[src/rtl/stage_memory.sv]
// Memory-access pipeline stage: captures execute results, runs one data-bus
// transaction per load/store with an ack timeout. Option: MEM_MISALIGN_TRAP_EN.
module stage_memory #(
   parameter int unsigned ACK_TIMEOUT = 255
) (
   input  logic        clk,
   input  logic        rst_n,
   input  logic        ex_valid,
   input  logic [4:0]  ex_rd,
   input  logic        ex_to_reg,
   input  logic        ex_mem_write,
   input  logic [2:0]  ex_funct3,
   input  logic [31:0] ex_alu_result,
   input  logic [31:0] ex_write_data,
   input  logic        ex_wr_enable,
   output logic        mem_stall,
   output logic        dmem_req,
   output logic        dmem_we,
   output logic [31:0] dmem_addr,
   output logic [31:0] dmem_wdata,
   output logic [3:0]  dmem_be,
   input  logic        dmem_ack,
   input  logic [31:0] dmem_rdata,
   output logic [4:0]  mem_rd,
   output logic        mem_to_reg,
   output logic [31:0] mem_alu_result,
   output logic [31:0] mem_read_data,
   output logic        mem_wr_enable,
   output logic        mem_bus_err,
   output logic        mem_misaligned
);

   localparam int unsigned CW = (ACK_TIMEOUT < 2) ? 1 : $clog2(ACK_TIMEOUT);
   localparam logic [CW-1:0] LAST = CW'(ACK_TIMEOUT - 1);

   typedef enum logic [1:0] {S_IDLE, S_REQ, S_DONE} state_t;

   state_t        state;
   logic [CW-1:0] cnt;
   logic          cap_valid;
   logic [4:0]    cap_rd;
   logic          cap_to_reg;
   logic          cap_mem_write;
   logic [2:0]    cap_funct3;
   logic [31:0]   cap_alu;
   logic          cap_wr_en;

   logic          ex_is_load;
   logic          ex_is_store;
   logic          ex_misal;
   logic [3:0]    st_be;
   logic [31:0]   st_wdata;
   logic [7:0]    ld_b;
   logic [15:0]   ld_h;
   logic [31:0]   ld_data;

   assign ex_is_store = ex_valid & ex_mem_write;
   assign ex_is_load  = ex_valid & ex_to_reg & ~ex_mem_write;

`ifdef MEM_MISALIGN_TRAP_EN
   always_comb begin
      ex_misal = 1'b0;
      if (ex_is_load)
         ex_misal = ((ex_funct3 == 3'b001 || ex_funct3 == 3'b101) && ex_alu_result[0]) ||
                    (ex_funct3 == 3'b010 && ex_alu_result[1:0] != 2'b00);
      else if (ex_is_store)
         ex_misal = (ex_funct3 == 3'b001 && ex_alu_result[0]) ||
                    (ex_funct3 == 3'b010 && ex_alu_result[1:0] != 2'b00);
   end
`else
   assign ex_misal = 1'b0;
`endif

   always_comb begin
      st_be    = '0;
      st_wdata = '0;
      case (ex_funct3)
         3'b000: begin
            st_be    = 4'b0001 << ex_alu_result[1:0];
            st_wdata = {4{ex_write_data[7:0]}};
         end
         3'b001: begin
            st_be    = ex_alu_result[1] ? 4'b1100 : 4'b0011;
            st_wdata = {2{ex_write_data[15:0]}};
         end
         3'b010: begin
            st_be    = 4'b1111;
            st_wdata = ex_write_data;
         end
         default: ;
      endcase
   end

   always_comb begin
      ld_b    = '0;
      ld_data = '0;
      case (cap_alu[1:0])
         2'd0:    ld_b = dmem_rdata[7:0];
         2'd1:    ld_b = dmem_rdata[15:8];
         2'd2:    ld_b = dmem_rdata[23:16];
         default: ld_b = dmem_rdata[31:24];
      endcase
      ld_h = cap_alu[1] ? dmem_rdata[31:16] : dmem_rdata[15:0];
      case (cap_funct3)
         3'b000:  ld_data = {{24{ld_b[7]}}, ld_b};
         3'b001:  ld_data = {{16{ld_h[15]}}, ld_h};
         3'b010:  ld_data = dmem_rdata;
         3'b100:  ld_data = {24'd0, ld_b};
         3'b101:  ld_data = {16'd0, ld_h};
         default: ld_data = '0;
      endcase
   end

   assign mem_stall      = (state == S_REQ);
   assign mem_rd         = cap_rd;
   assign mem_to_reg     = cap_to_reg;
   assign mem_alu_result = cap_alu;

   always_ff @(posedge clk or negedge rst_n) begin
      if (!rst_n) begin
         state          <= S_IDLE;
         cnt            <= '0;
         cap_valid      <= 1'b0;
         cap_rd         <= '0;
         cap_to_reg     <= 1'b0;
         cap_mem_write  <= 1'b0;
         cap_funct3     <= '0;
         cap_alu        <= '0;
         cap_wr_en      <= 1'b0;
         dmem_req       <= 1'b0;
         dmem_we        <= 1'b0;
         dmem_addr      <= '0;
         dmem_wdata     <= '0;
         dmem_be        <= '0;
         mem_read_data  <= '0;
         mem_wr_enable  <= 1'b0;
         mem_bus_err    <= 1'b0;
         mem_misaligned <= 1'b0;
      end else begin
         // strobes are one-cycle unless re-asserted below
         mem_wr_enable  <= 1'b0;
         mem_bus_err    <= 1'b0;
         mem_misaligned <= 1'b0;
         case (state)
            S_REQ: begin
               if (dmem_ack) begin
                  state         <= S_DONE;
                  dmem_req      <= 1'b0;
                  dmem_we       <= 1'b0;
                  dmem_be       <= '0;
                  mem_read_data <= ld_data;
                  mem_wr_enable <= cap_valid & cap_to_reg & ~cap_mem_write & cap_wr_en;
               end else if (cnt == LAST) begin
                  state       <= S_DONE;
                  dmem_req    <= 1'b0;
                  dmem_we     <= 1'b0;
                  dmem_be     <= '0;
                  mem_bus_err <= 1'b1;
               end else begin
                  cnt <= cnt + 1'b1;
               end
            end
            default: begin
               cap_valid     <= ex_valid;
               cap_rd        <= ex_rd;
               cap_to_reg    <= ex_to_reg;
               cap_mem_write <= ex_mem_write;
               cap_funct3    <= ex_funct3;
               cap_alu       <= ex_alu_result;
               cap_wr_en     <= ex_wr_enable;
               if (ex_is_load || ex_is_store) begin
                  if (ex_misal) begin
                     state          <= S_DONE;
                     mem_misaligned <= 1'b1;
                  end else begin
                     state      <= S_REQ;
                     cnt        <= '0;
                     dmem_req   <= 1'b1;
                     dmem_we    <= ex_is_store;
                     dmem_addr  <= {ex_alu_result[31:2], 2'b00};
                     dmem_be    <= ex_is_store ? st_be : 4'b0000;
                     dmem_wdata <= ex_is_store ? st_wdata : 32'd0;
                  end
               end else begin
                  state         <= S_IDLE;
                  mem_wr_enable <= ex_valid & ex_wr_enable;
               end
            end
         endcase
      end
   end

endmodule

[config.mk]
export PLATFORM = sky130hd
export DESIGN_NAME = stage_memory
export DESIGN_NICKNAME = d
export VERILOG_FILES = /design/src/rtl/stage_memory.sv
export SDC_FILE = /design/constraint.sdc
export NUM_CORES = 1
export LEC_CHECK = 0
export ABC_AREA = 1
export CAP_MARGIN = 0
export CORE_AREA = 4 4 159 145
export DETAILED_ROUTE_END_ITERATION = 10
export DIE_AREA = 0 0 163 149
export GPL_TIMING_DRIVEN = 0
export PLACE_DENSITY = 0.7
export SETUP_SLACK_MARGIN = 0.2
export SLEW_MARGIN = 30
export SYNTH_ARGS = -nofsm -noshare
export SYNTH_HDL_FRONTEND = slang
export SYNTH_SLANG_ARGS = --single-unit
[constraint.sdc]
create_clock -name clk -period 4.1 [get_ports clk]
set_clock_uncertainty 0.15 [all_clocks]
set_input_delay 0.82 -clock clk [delete_from_list [all_inputs] [get_ports clk]]
set_output_delay 0.82 -clock clk [all_outputs]
set_load 0.005 [all_outputs]
==> summary.txt, run 1 <==
Layout
  • Share of layout cells above drive strength 1: under 10%
  • Non-filler instance count after layout: 1548
  • Reg area: a little under 4000 sq um
  • Area Growth Syn to Fin: 47.8%
  • Multi-input logic area: 2850 sq um
  • Fill cell count: 2166
  • Layout Nets: 1357
  • # diodes: 0

Clock network
  • Clock slew at the register clock pins of the worst setup and hold paths: around 0.07 ns
  • Cts bufs inserted: 17
  • H-tree Lvls: 4
  • Sink Count: about 160
  • Post-CTS Setup Bufs: 0
  • Clk root buf: clkbuf_16
  • Clock Path Buffers: 2
  • TritonCTS clock tree: yes
  • Worst-Skew Late Latency: around 0.43 ns
  • Resized cells post-CTS: 0
  • Hold buffer count at cts: 0

Routing
  • Routed Antenna Nets: 0
  • DR iter-0 viols: 480
  • Via-per-instance ratio: 4.63
  • DRC viols: 0
  • DR pass1 iterations: 6
  • Avg WL per Cell: 15.5 microns
  • Total number of vias: a little over 7000
  • Total Wirelength: 23900 microns

Placed design
  • Gpl congestion: around 0.92
  • Post-DP HPWL: ~18000 microns
  • IO Port Bufs: 251
  • Placed cells: 1516

STA
  • Max Clock Freq: 321 MHz
  • Final hold violation count: 0
  • Post-route clock period utilization: 76.0%
  • Hold WS: approximately 0.21 ns
  • RSZ-0062 raised after global routing: no
  • Max_slew headroom: between 50% and 60%
  • Fin crit period: 3.11 ns
  • Final setup violating endpoints: 0
  • Least-Margin Pin Slew: around 0.63 ns
  • Slew Viols, Final: 0

Floorplan
  • Die W: 163 microns
  • Starting Density: between 30% and 40%
  • Die area: 24300 sq um
  • Core Box Area: 21400 sq um
  • Num rows: 51
  • Ports: 255
  • DIE HEIGHT: 149 microns

GRT
  • Total congestion overflow: 0
  • Number of antenna violations at the first check in global routing: 0
  • Vias in the first global route: 7075
  • Global-route wire length before repair: 38000 microns
  • Largest net degree at the start of global routing: 82
  • GRT Overall Usage: about a fifth

Synth
  • Yosys top cell area share: 52.8%
  • Synth Area in XOR/XNOR: less than 1%
  • Fraction of the mapped netlist area in compound gates: 9.73%
  • Post-Synth Adder-Cell Area: 0.338%
  • Main combinational cell family by area after synthesis: simple AND/OR/NAND/NOR gates
  • Ys Warns: 0
  • Post-synthesis sequential area ratio: 52.8%
  • Synth Instances: approximately 970
  • Simple-gate share of the synthesized area: 28.0%
  • Synth area leaders: dfrtp_1 (53%), nand2_1 (21%), o21ai_0 (7.4%)
  • Mux cell area share after synthesis: 0%
  • FF+latch count, synth: approximately 160
  • Syn_area_per_cell: approximately 7.6 sq um
  • Synth Cell Area: 7400 sq um
  • Cell variety after synth: 30
  • Yosys top cell by area: dfrtp_1

Power and ir drop
  • Leak: 0.00547 uW
  • Worst VDD drop: 0.211 mV
  • Clock power frac: 29.6%
  • Sw Share: 33.2%
  • Seq pwr share: a little under two fifths
  • Logic gate share of total power: roughly a third
  • PD cells: ~500 nW/um^2
  • Net switching power: 1800 uW
  • Pint: ~3600 uW

Worst setup path
  • Critical Path, Cell by Cell: inv_1 -> nand2_2 -> inv_1 -> buf_2 -> buf_2 -> clkdlybuf4s50_1
  • Worst path max stage delay: 0.54 ns
  • Worst Path Arrival: about 2.1 ns
  • Critical Path RT: 3.13 ns
  • Buf+Inv Stages, Crit Path: 5
  • Critical path class: reg2out
  • Worst-path fanout max: 10
  • Critical Path Start Type: flip-flop
  • Worst R2R Start: state[0]
  • CP delay by family, top: buffers and inverters
  • CP Capture Type: output pin
  • Worst Setup SP: state[1]
  • Slowest cell on the critical path: clkdlybuf4s50_1

Status
  • Status: completed

Job
  • Max-Cap Viols: 0

Hold path
  • Hold Crit Class: in2async
layer usage:
| layer | vias to the layer above | global-route usage, % | share of wire (%) |
|---|---|---|---|
| met4 | 0 | 7.25 | 3.0 |
| met5 | - | 0 | 0 |
| li1 | 3543 | - | - |
| met1 | 3328 | 27.0 | 44 |
| met2 | 249 | 30.2 | 45 |
| met3 | 40 | 5.83 | 7.5 |
metrics by stage:
step	area [sq um]	util (%)	power (uW)	TNS (ns)	worst slack, ns
floorplan	7400	-	2770	0	2.18
global placement	10300	48.0	3820	-696.44	-4.48
detailed placement	10300	48.1	3860	0	1.40
CTS	10900	51.0	5480	0	0.925
global route	10900	51.0	5760	0	0.822
finish	10900	51.0	5420	0	0.985
synthesized netlist by cell type:
cell type	instances
a21oi_1	20
and2_4	1
buf_12	1
buf_2	22
buf_4	6
buf_6	4
clkbuf_1	11
clkbuf_2	1
conb_1	1
dfrtp_1	156
ha_1	2
inv_1	96
inv_2	4
inv_4	1
nand2_1	419
nand2_2	4
nand2_4	1
nand3_1	27
nand3_2	1
nand4_1	4
nand4_2	1
nor2_1	51
nor2_2	11
nor3_1	2
o211ai_1	4
o21ai_0	110
o21ai_1	6
o32ai_1	1
xnor2_1	1
xor2_1	2
placed cells by master (no fill, tap or decap), types with 17 or more instances in the layout:
cell type and instances:
clkbuf_16 17, dfrtp_1 156, buf_2 22, o21ai_0 110, nor2_1 51, inv_1 96
nand3_1 27, a21oi_1 20, nand2_1 419, clkdlybuf4s50_1 250
cell families (layout without fill, tap and decap cells):
group                    count (synthesis)  after routing
flip-flops                             156            156
XOR/XNOR                                 3              3
AND/OR/NAND/NOR                        522            522
adder cells (fa/ha/maj)                  2              2
buffers and inverters                  146            430
AO/OA/AOI/OAI                          141            141
other                                    1              3
layout make-up:
cell class / instances / share of cell area [%]
flip-flops and latches: 156 / 35.7
plain buffers: 45 / 2.44
inverters: 101 / 3.49
well taps: 291 / 3.33
clock buffers: 17 / 3.89
repair buffers: 252 / 23.3
multi-input cells: 671 / 26.1
clock inverters: 15 / 1.77
final timing paths:
check / to / slack (ns) / cells after the start
min: dmem_addr[13] / 0.21 / 1
max in group asynchronous: dmem_wdata[22] / 2.81 / 2
max: mem_stall / 0.99 / 6
max reg2reg: dmem_wdata[29] / 2.30 / 8
min in group clk: dmem_req / 0.33 / 2
min reg2reg: dmem_req / 0.33 / 2
power groups by stage:
stage	clock [uW]	sequential (uW)	combinational [uW]
floorplan	0	2110	664
global placement	0	2090	1730
detailed placement	0	2100	1760
CTS	1640	2070	1770
global route	1710	2130	1930
finish	1600	2070	1740
(Power assumes the default switching activity.)
==> run 2: changes to the inputs <==
- clock period: 4.1 -> 3 ns (I/O delays scaled with it)
==> run 2 against run 1 <==
Compared with the run above: register-to-register slack worse by 1.1 ns; highest routed layer unchanged; the run now ends with hold timing left; critical endpoint unchanged; final area is 0.11% higher; final cell count stayed put; worst setup slack worse by 0.63 ns; core utilization is 0.058 points higher; first-iteration DRC count is 1.0% lower.
==> summary.txt, run 2 (synthesized netlist as in run 1, its figures left out) <==
Status
  • Status: finished with violations
  • Violated checks: hold timing

Clock network
  • Hold buffer count at cts: 0
  • TritonCTS clock tree: yes
  • Sink Count: about 160
  • Cts bufs inserted: 17
  • Post-CTS Setup Bufs: 0
  • Clock slew at the register clock pins of the worst setup and hold paths: 0.07 ns
  • Clk root buf: clkbuf_16
  • Worst-Skew Late Latency: 0.43 ns
  • Clock Path Buffers: 2
  • H-tree Lvls: 4

Layout
  • Area Growth Syn to Fin: 48.0%
  • Fill cell count: roughly 2200
  • Util after Layout: 51.1%
  • Layout Nets: 1357
  • Commonest non-fill, non-tap cell in the layout: nand2_1
  • Share of layout cells above drive strength 1: 7.40%
  • Fin area: 10900 sq um
  • # diodes: 0
  • Non-filler instance count after layout: 1548
  • Most frequent cells in the layout: nand2_1 (419), clkdlybuf4s50_1 (250), dfrtp_1 (156), o21ai_0 (110), inv_1 (95)

Worst setup path
  • Slowest cell on the critical path: clkdlybuf4s50_1
  • Levels on crit path: 6
  • Reg2reg end: dmem_wdata[29]
  • Worst R2R Start: state[0]
  • Worst path max stage delay: 0.51 ns
  • Worst Setup SP: state[1]
  • Critical path class: reg2out
  • CP delay by family, top: buffers and inverters
  • End point of the critical path: mem_stall
  • Buf+Inv Stages, Crit Path: 5
  • Worst-path fanout max: 10
  • Worst Path Arrival: 1.89 ns
  • Critical Path Start Type: flip-flop
  • R2r worst-path depth: 8
  • CP Capture Type: output pin
  • Worst R2R Setup Slack: 1.18 ns
  • Worst path most repeated cell: buf_6
  • Critical Path RT: 2.25 ns
  • Critical Path, Cell by Cell: inv_1 -> nand2_2 -> inv_2 -> buf_6 -> buf_6 -> clkdlybuf4s50_1

Routing
  • DRC viols: 0
  • Avg WL per Cell: 15.5 microns
  • Total Wirelength: roughly 24000 microns
  • DR iter-0 viols: 475
  • Via-per-instance ratio: about 4.6
  • Total number of vias: 7163
  • Routed Antenna Nets: 0
  • DR pass1 iterations: 5

Floorplan
  • Die area: about 24000 sq um
  • Ports: 255
  • DIE HEIGHT: between 100 and 150 microns
  • Starting Density: roughly 35%
  • Die W: 163 microns
  • Num rows: 51
  • Core Box Area: 21400 sq um

Power and ir drop
  • Worst VDD drop: 0.288 mV
  • Pint: 4960 uW
  • Net switching power: 2460 uW
  • Logic gate share of total power: 32.3%
  • PD cells: 678 nW/um^2
  • Tot Pwr: ~7400 uW
  • Sw Share: 33.2%
  • Leak: 0.00547 uW
  • Seq pwr share: 38.2%
  • Clock power frac: 29.5%

Placed design
  • IO Port Bufs: about 250
  • Placed cells: 1516
  • DP Area: just over 10000 sq um
  • Gpl congestion: slightly above 0.9
  • Post-DP HPWL: 18400 microns

GRT
  • Vias in the first global route: 7075
  • GRT Overall Usage: 19.8%
  • Total congestion overflow: 0
  • Number of antenna violations at the first check in global routing: 0
  • Largest net degree at the start of global routing: slightly above 80
  • Global-route wire length before repair: 38000 microns

STA
  • RSZ-0062 raised after global routing: no
  • Final hold violation count: 2
  • Fin crit period: 2.64 ns
  • Final setup violating endpoints: 0
  • Max Clock Freq: 379 MHz
  • Slew Viols, Final: 0
  • Max_slew headroom: 57.6%
  • Least-Margin Pin Slew: 0.636 ns
  • Post-route clock period utilization: 88.1%
  • Hold WS: -0.00932 ns

Job
  • Max-Cap Viols: 0

Hold path
  • Hold Crit Class: in2async
[run 2: cell type report]
| type | instances | area, sq um | share of cell area (%) |
|---|---|---|---|
| buffer | 45 | 279 | 2.55 |
| clock buffer | 17 | 425 | 3.89 |
| clock inverter | 15 | 194 | 1.77 |
| inverter | 101 | 382 | 3.49 |
| multi-input combinational | 671 | 2850 | 26.1 |
| sequential | 156 | 3900 | 35.7 |
| tap | 291 | 364 | 3.33 |
| timing repair buffer | 252 | 2540 | 23.3 |
[run 2: power by group through the flow]
stage	registers [uW]	logic, uW	clock network (uW)
detailed placement	2860	2410	0
CTS	2830	2420	2250
finish	2830	2390	2190
floorplan	2880	907	0
global route	2910	2640	2340
global placement	2860	2370	0
[run 2: stage by stage]
stage | TNS, ns | setup WS (ns)
after floorplan | 0 | 1.30
after global placement | -833.72 | -5.36
after detailed placement | 0 | 0.519
after CTS | 0 | 0.224
after global routing | 0 | 0.246
final | 0 | 0.358
[run 2: how the worst min path moves through the flow]
stage / start / slack, ns / depth (start not counted) / endpoint
floorplan: rst_n / 0.15 / 0 / cap_funct3[0]
global placement: mem_rd[2] / 0.30 / 2 / mem_rd[2]
detailed placement: dmem_req / 0.31 / 2 / dmem_req
CTS: rst_n / 0.01 / 1 / dmem_addr[13]
global route: rst_n / 0.04 / 1 / dmem_addr[13]
finish: rst_n / -0.009 / 1 / dmem_addr[13]
[run 2: what timing repair did]
item | 4_1_cts | 5_1_grt
gates resized for setup | 3 | 2
setup endpoints to repair | 1 | 1
pin swaps | 0 | 0
[run 2: metal layers]
metal	up-vias	routed length, microns	track usage [%]
li1	3542	-	-
met1	3335	10600	27.0
met2	246	10900	30.2
met3	40	1760	5.83
met4	0	716	7.25
met5	-	0	0
==> run 3: changes to the inputs <==
- ABC_CLOCK_PERIOD_IN_PS: default -> 3000
- TNS_END_PERCENT: default -> 10
==> results of run 3 <==
Final layout, timing and power as in run 2 (identical DEF).
==> patch 1 (flow settings as in run 3) <==
Make the reset (`rst_n`) synchronous in one clocked block.
--- a/src/rtl/stage_memory.sv
+++ b/src/rtl/stage_memory.sv
@@ -117,5 +117,5 @@
    assign mem_alu_result = cap_alu;
 
-   always_ff @(posedge clk or negedge rst_n) begin
+   always_ff @(posedge clk) begin
       if (!rst_n) begin
          state          <= S_IDLE;
Behaviour: differs if rst_n is asserted again (counterexample within 4 cycles, from zero or initial values and one cycle with rst_n low); with rst_n held inactive, the same outputs for 4 cycles.
==> patch 1 against run 3 <==
  * Synthesized area down 5.0%
  * Cell area is 3.8% lower
  * Non-clock buffer count up 10
  * Worst setup slack got worse by 0.057 ns
  * Sequential cell count stayed put
  * First-iteration DRC count decreased by 30%
  * Count of clock-buffer cells in the layout did not move
  * Routed wire length is 3.0% higher
Power is not compared: it rests on default switching activity, and its combinational part moved more than twofold at a synthesized area within 25%.
==> patch 1: results (changes against run 3) <==
DR vias 7585 (+5.9%); vias in the first global route 7288 (+3.0%); initial antenna violation count 0 (unchanged); post-layout util 0.4910 (-0.01949); initial DRC count 334 (-30%); crit-path max cell delay 0.53 ns (+0.02 ns); Post-synth ARST share 0 (-1.000); largest net degree at the start of global routing 20 (-76%); Yosys warnings 0 (unchanged); worst IR drop on VDD 311.6 µV; Netlist cell types 27 (-10%); Slowest-stage cell, CP clkdlybuf4s50_1; status completed; all-layer global routing usage 0.1992 (+0.0006677); met1 Use GR 0.2577 (-0.01196); Detail Route met3 WL 2.355 mm (+34%); worst r2r src cnt[0]$_SDFFE_PN0P_; post-synthesis xor/xnor area fraction 0.001247 (-0.002305); drt wl/cell 15.20 µm (-1.7%); Avg Cell Area, Syn 6.717 µm² (-12%); Int Pwr 3.778 mW; adder-cell share of the synthesized area 0.003562 (+0.0001789); DR pass1 iterations 7 (+2); fin nets 1431 (+5.5%); I/O Buffers 251 (unchanged); first-pass GRT wire length 38.56 mm (+1.5%); Crit path arrival time 1.95 ns (+0.06 ns); setup bufs post-CTS 0 (unchanged); Synth Area in Compound Gates 0.1514 (+0.05412); dpl hpwl 19.01 mm (+3.3%); Hold Crit Class flop to flop; Routability Congestion 0.8990 (-2.4%); GR Layer Usage met2 0.3191 (+0.01660); post-cts sizing count 1 (-2); Slew @ Worst Pin 0.6556 ns (+0.01949 ns); mux share of post-synthesis cell area 0 (unchanged); diode count 0 (unchanged); M3 GR Usage 0.07129 (+0.01299); Setup crit start state[0]$_SDFFE_PN0P_; metal1 wirelength 10.70 mm (+1.2%); synth cell count leaders 341 x nand2_1, 156 x dfxtp_1, 149 x nor2_1, 112 x o21ai_0, 73 x inv_1; Bufs on Longest Clock Path 2 (unchanged); register area share after synthesis 0.4445 (-0.08322); Leakage 4.466 nW; Clock transition at path regs 0.07 ns (about the same); pre-CTS setup slack 0.3790 ns (-0.1396 ns); CTS HTree Levels 4 (unchanged); CP top delay family buffers and inverters; vias per cell 4.676 (+1.1%); top cells by area, synth dfxtp_1 44%, nand2_1 18%, o21ai_0 8.0%, nor2_1 8.0%, a21oi_1 4.9%; dpl cell area 0.009910 mm² (-3.9%); fill count 2222 (+2.7%); clock power share 0.407; share of cells above drive strength 1 0.07137 (-0.002611); hold_sp dmem_wdata[25]$_SDFFE_PN0P_; total length of routed met2 wires 11.13 mm (+2.2%)
[patch 1: final timing paths]
path / endpoint / slack, ns / cells after the start
worst max-delay path: mem_stall / 0.30 / 5
worst max register to register: dmem_we$_SDFFE_PN0P_ / 1.26 / 9
worst min register to register: dmem_wdata[25]$_SDFFE_PN0P_ / 0.30 / 2
worst min-delay path: dmem_wdata[25]$_SDFFE_PN0P_ / 0.30 / 2
[patch 1: cell type report]
type | count | area share
clock inverter | 15 | 0.01783
sequential | 156 | 0.2966
tap | 291 | 0.03459
timing repair buffer | 251 | 0.2386
buffer | 56 | 0.02888
clock buffer | 17 | 0.04041
inverter | 80 | 0.02876
multi-input combinational | 756 | 0.3142
[patch 1: power by group through the flow]
stage / clock network (mW) / logic (mW) / registers [mW]
after CTS: 2.26 / 0.983 / 2.24
after detailed placement: 0 / 0.978 / 2.28
after global placement: 0 / 0.973 / 2.28
after global routing: 2.34 / 1.09 / 2.25
final: 2.20 / 0.977 / 2.24
after floorplan: 0 / 0.445 / 2.29
==> patch 2 (flow settings as in run 3) <==
Made on the original files. Add a define of `MEM_MISALIGN_TRAP_EN`.
--- a/src/rtl/stage_memory.sv
+++ b/src/rtl/stage_memory.sv
@@ -1,4 +1,6 @@
 // Memory-access pipeline stage: captures execute results, runs one data-bus
 // transaction per load/store with an ack timeout. Option: MEM_MISALIGN_TRAP_EN.
+`define MEM_MISALIGN_TRAP_EN
+
 module stage_memory #(
    parameter int unsigned ACK_TIMEOUT = 255
Behaviour: not the same (Yosys sat finds a counterexample within 4 cycles, from zero or initial values and one cycle with rst_n low).
==> patch 2 against run 3 <==
  * Worst hold slack improved by 0.34 ns
  * Sequential cell count rose by 1
  * Worst setup slack improved by 0.012 ns
  * Die area did not move
  * Global-route usage rose by 1.3 points
  * Total power rose by 25%
  * Combinational power rose by 61%
  * Routed wire length rose by 6.0%
  * Cell area rose by 1.6%
  * Synthesized area rose by 2.5%
  * Critical path type unchanged
  * Largest power group is now combinational cells
  * Highest routed layer unchanged
==> patch 2: results (changes against run 3) <==
dpl cell area 0.01054 mm² (+2.1%); fin nets 1322 (-2.6%); pre-CTS setup slack 0.2957 ns (-0.2229 ns); met1 Use GR 0.2691 (-0.0004624); initial DRC count 414 (-13%); Signal buf overhead 0.2629 (+0.004931); fraction of area in registers 0.3531 (-0.003527); Non-clk bufs 302 (+1.7%); Avg Cell Area, Syn 8.112 µm² (+6.5%); total length of routed met2 wires 11.31 mm (+3.8%); Leakage 5.201 nW (-5.0%); first-pass GRT wire length 40.16 mm (+5.7%); Synth Area in Compound Gates 0.1188 (+0.02151); post-cts sizing count 0 (-3); clock-cell share of area 0.05207 (-0.004515); final-report hold violation count 0 (-2); metal1 wirelength 10.78 mm (+1.9%); fin cells 1514 (-2.2%); status completed; post-synthesis xor/xnor area fraction 0.003464 (-0.00008789); Worst Path Max Fanout 19 (+9); top cells by area, synth dfrtp_1 52%, nand2_1 18%, o21ai_0 5.1%, nand3_1 3.6%, inv_1 3.2%; clkbuf count 18 (+1); Detail Route met3 WL 2.753 mm (+56%); largest net degree at the start of global routing 70 (-15%); P_comb 3.85 mW (+61%); diode count 1 (+1); adder-cell share of the synthesized area 0.003299 (-0.00008371); register area share after synthesis 0.5180 (-0.009759); multi-input logic area 0.003063 mm² (+7.4%); post-layout util 0.5189 (+0.008404); Sw Ratio 0.3701 (+0.03850)
[patch 2: changes by cell type after synthesis, sizes merged, moves of 3 or more]
cell,run 3,this run
a21oi,20,9
a22o,0,8
buf,33,29
clkbuf,12,19
inv,101,70
nand2,424,385
nand3,28,62
nand4,5,9
nor2,62,38
o21ai,116,128
or2,0,3
[patch 2: path summary, 6_finish.rpt]
check	from	to	slack (ns)	cells past startpoint
setup / recovery	state[1]$_DFFE_PN0P_	mem_stall	0.37	3
hold / removal	mem_read_data[8]$_DFFE_PN0P_	mem_read_data[8]$_DFFE_PN0P_	0.33	2
setup reg to reg	state[1]$_DFFE_PN0P_	mem_read_data[9]$_DFFE_PN0P_	1.00	6
hold reg to reg	mem_read_data[8]$_DFFE_PN0P_	mem_read_data[8]$_DFFE_PN0P_	0.33	2
max in group asynchronous	rst_n	mem_alu_result[28]$_DFFE_PN0N_	1.27	4
min in group asynchronous	rst_n	mem_read_data[5]$_DFFE_PN0P_	0.47	2
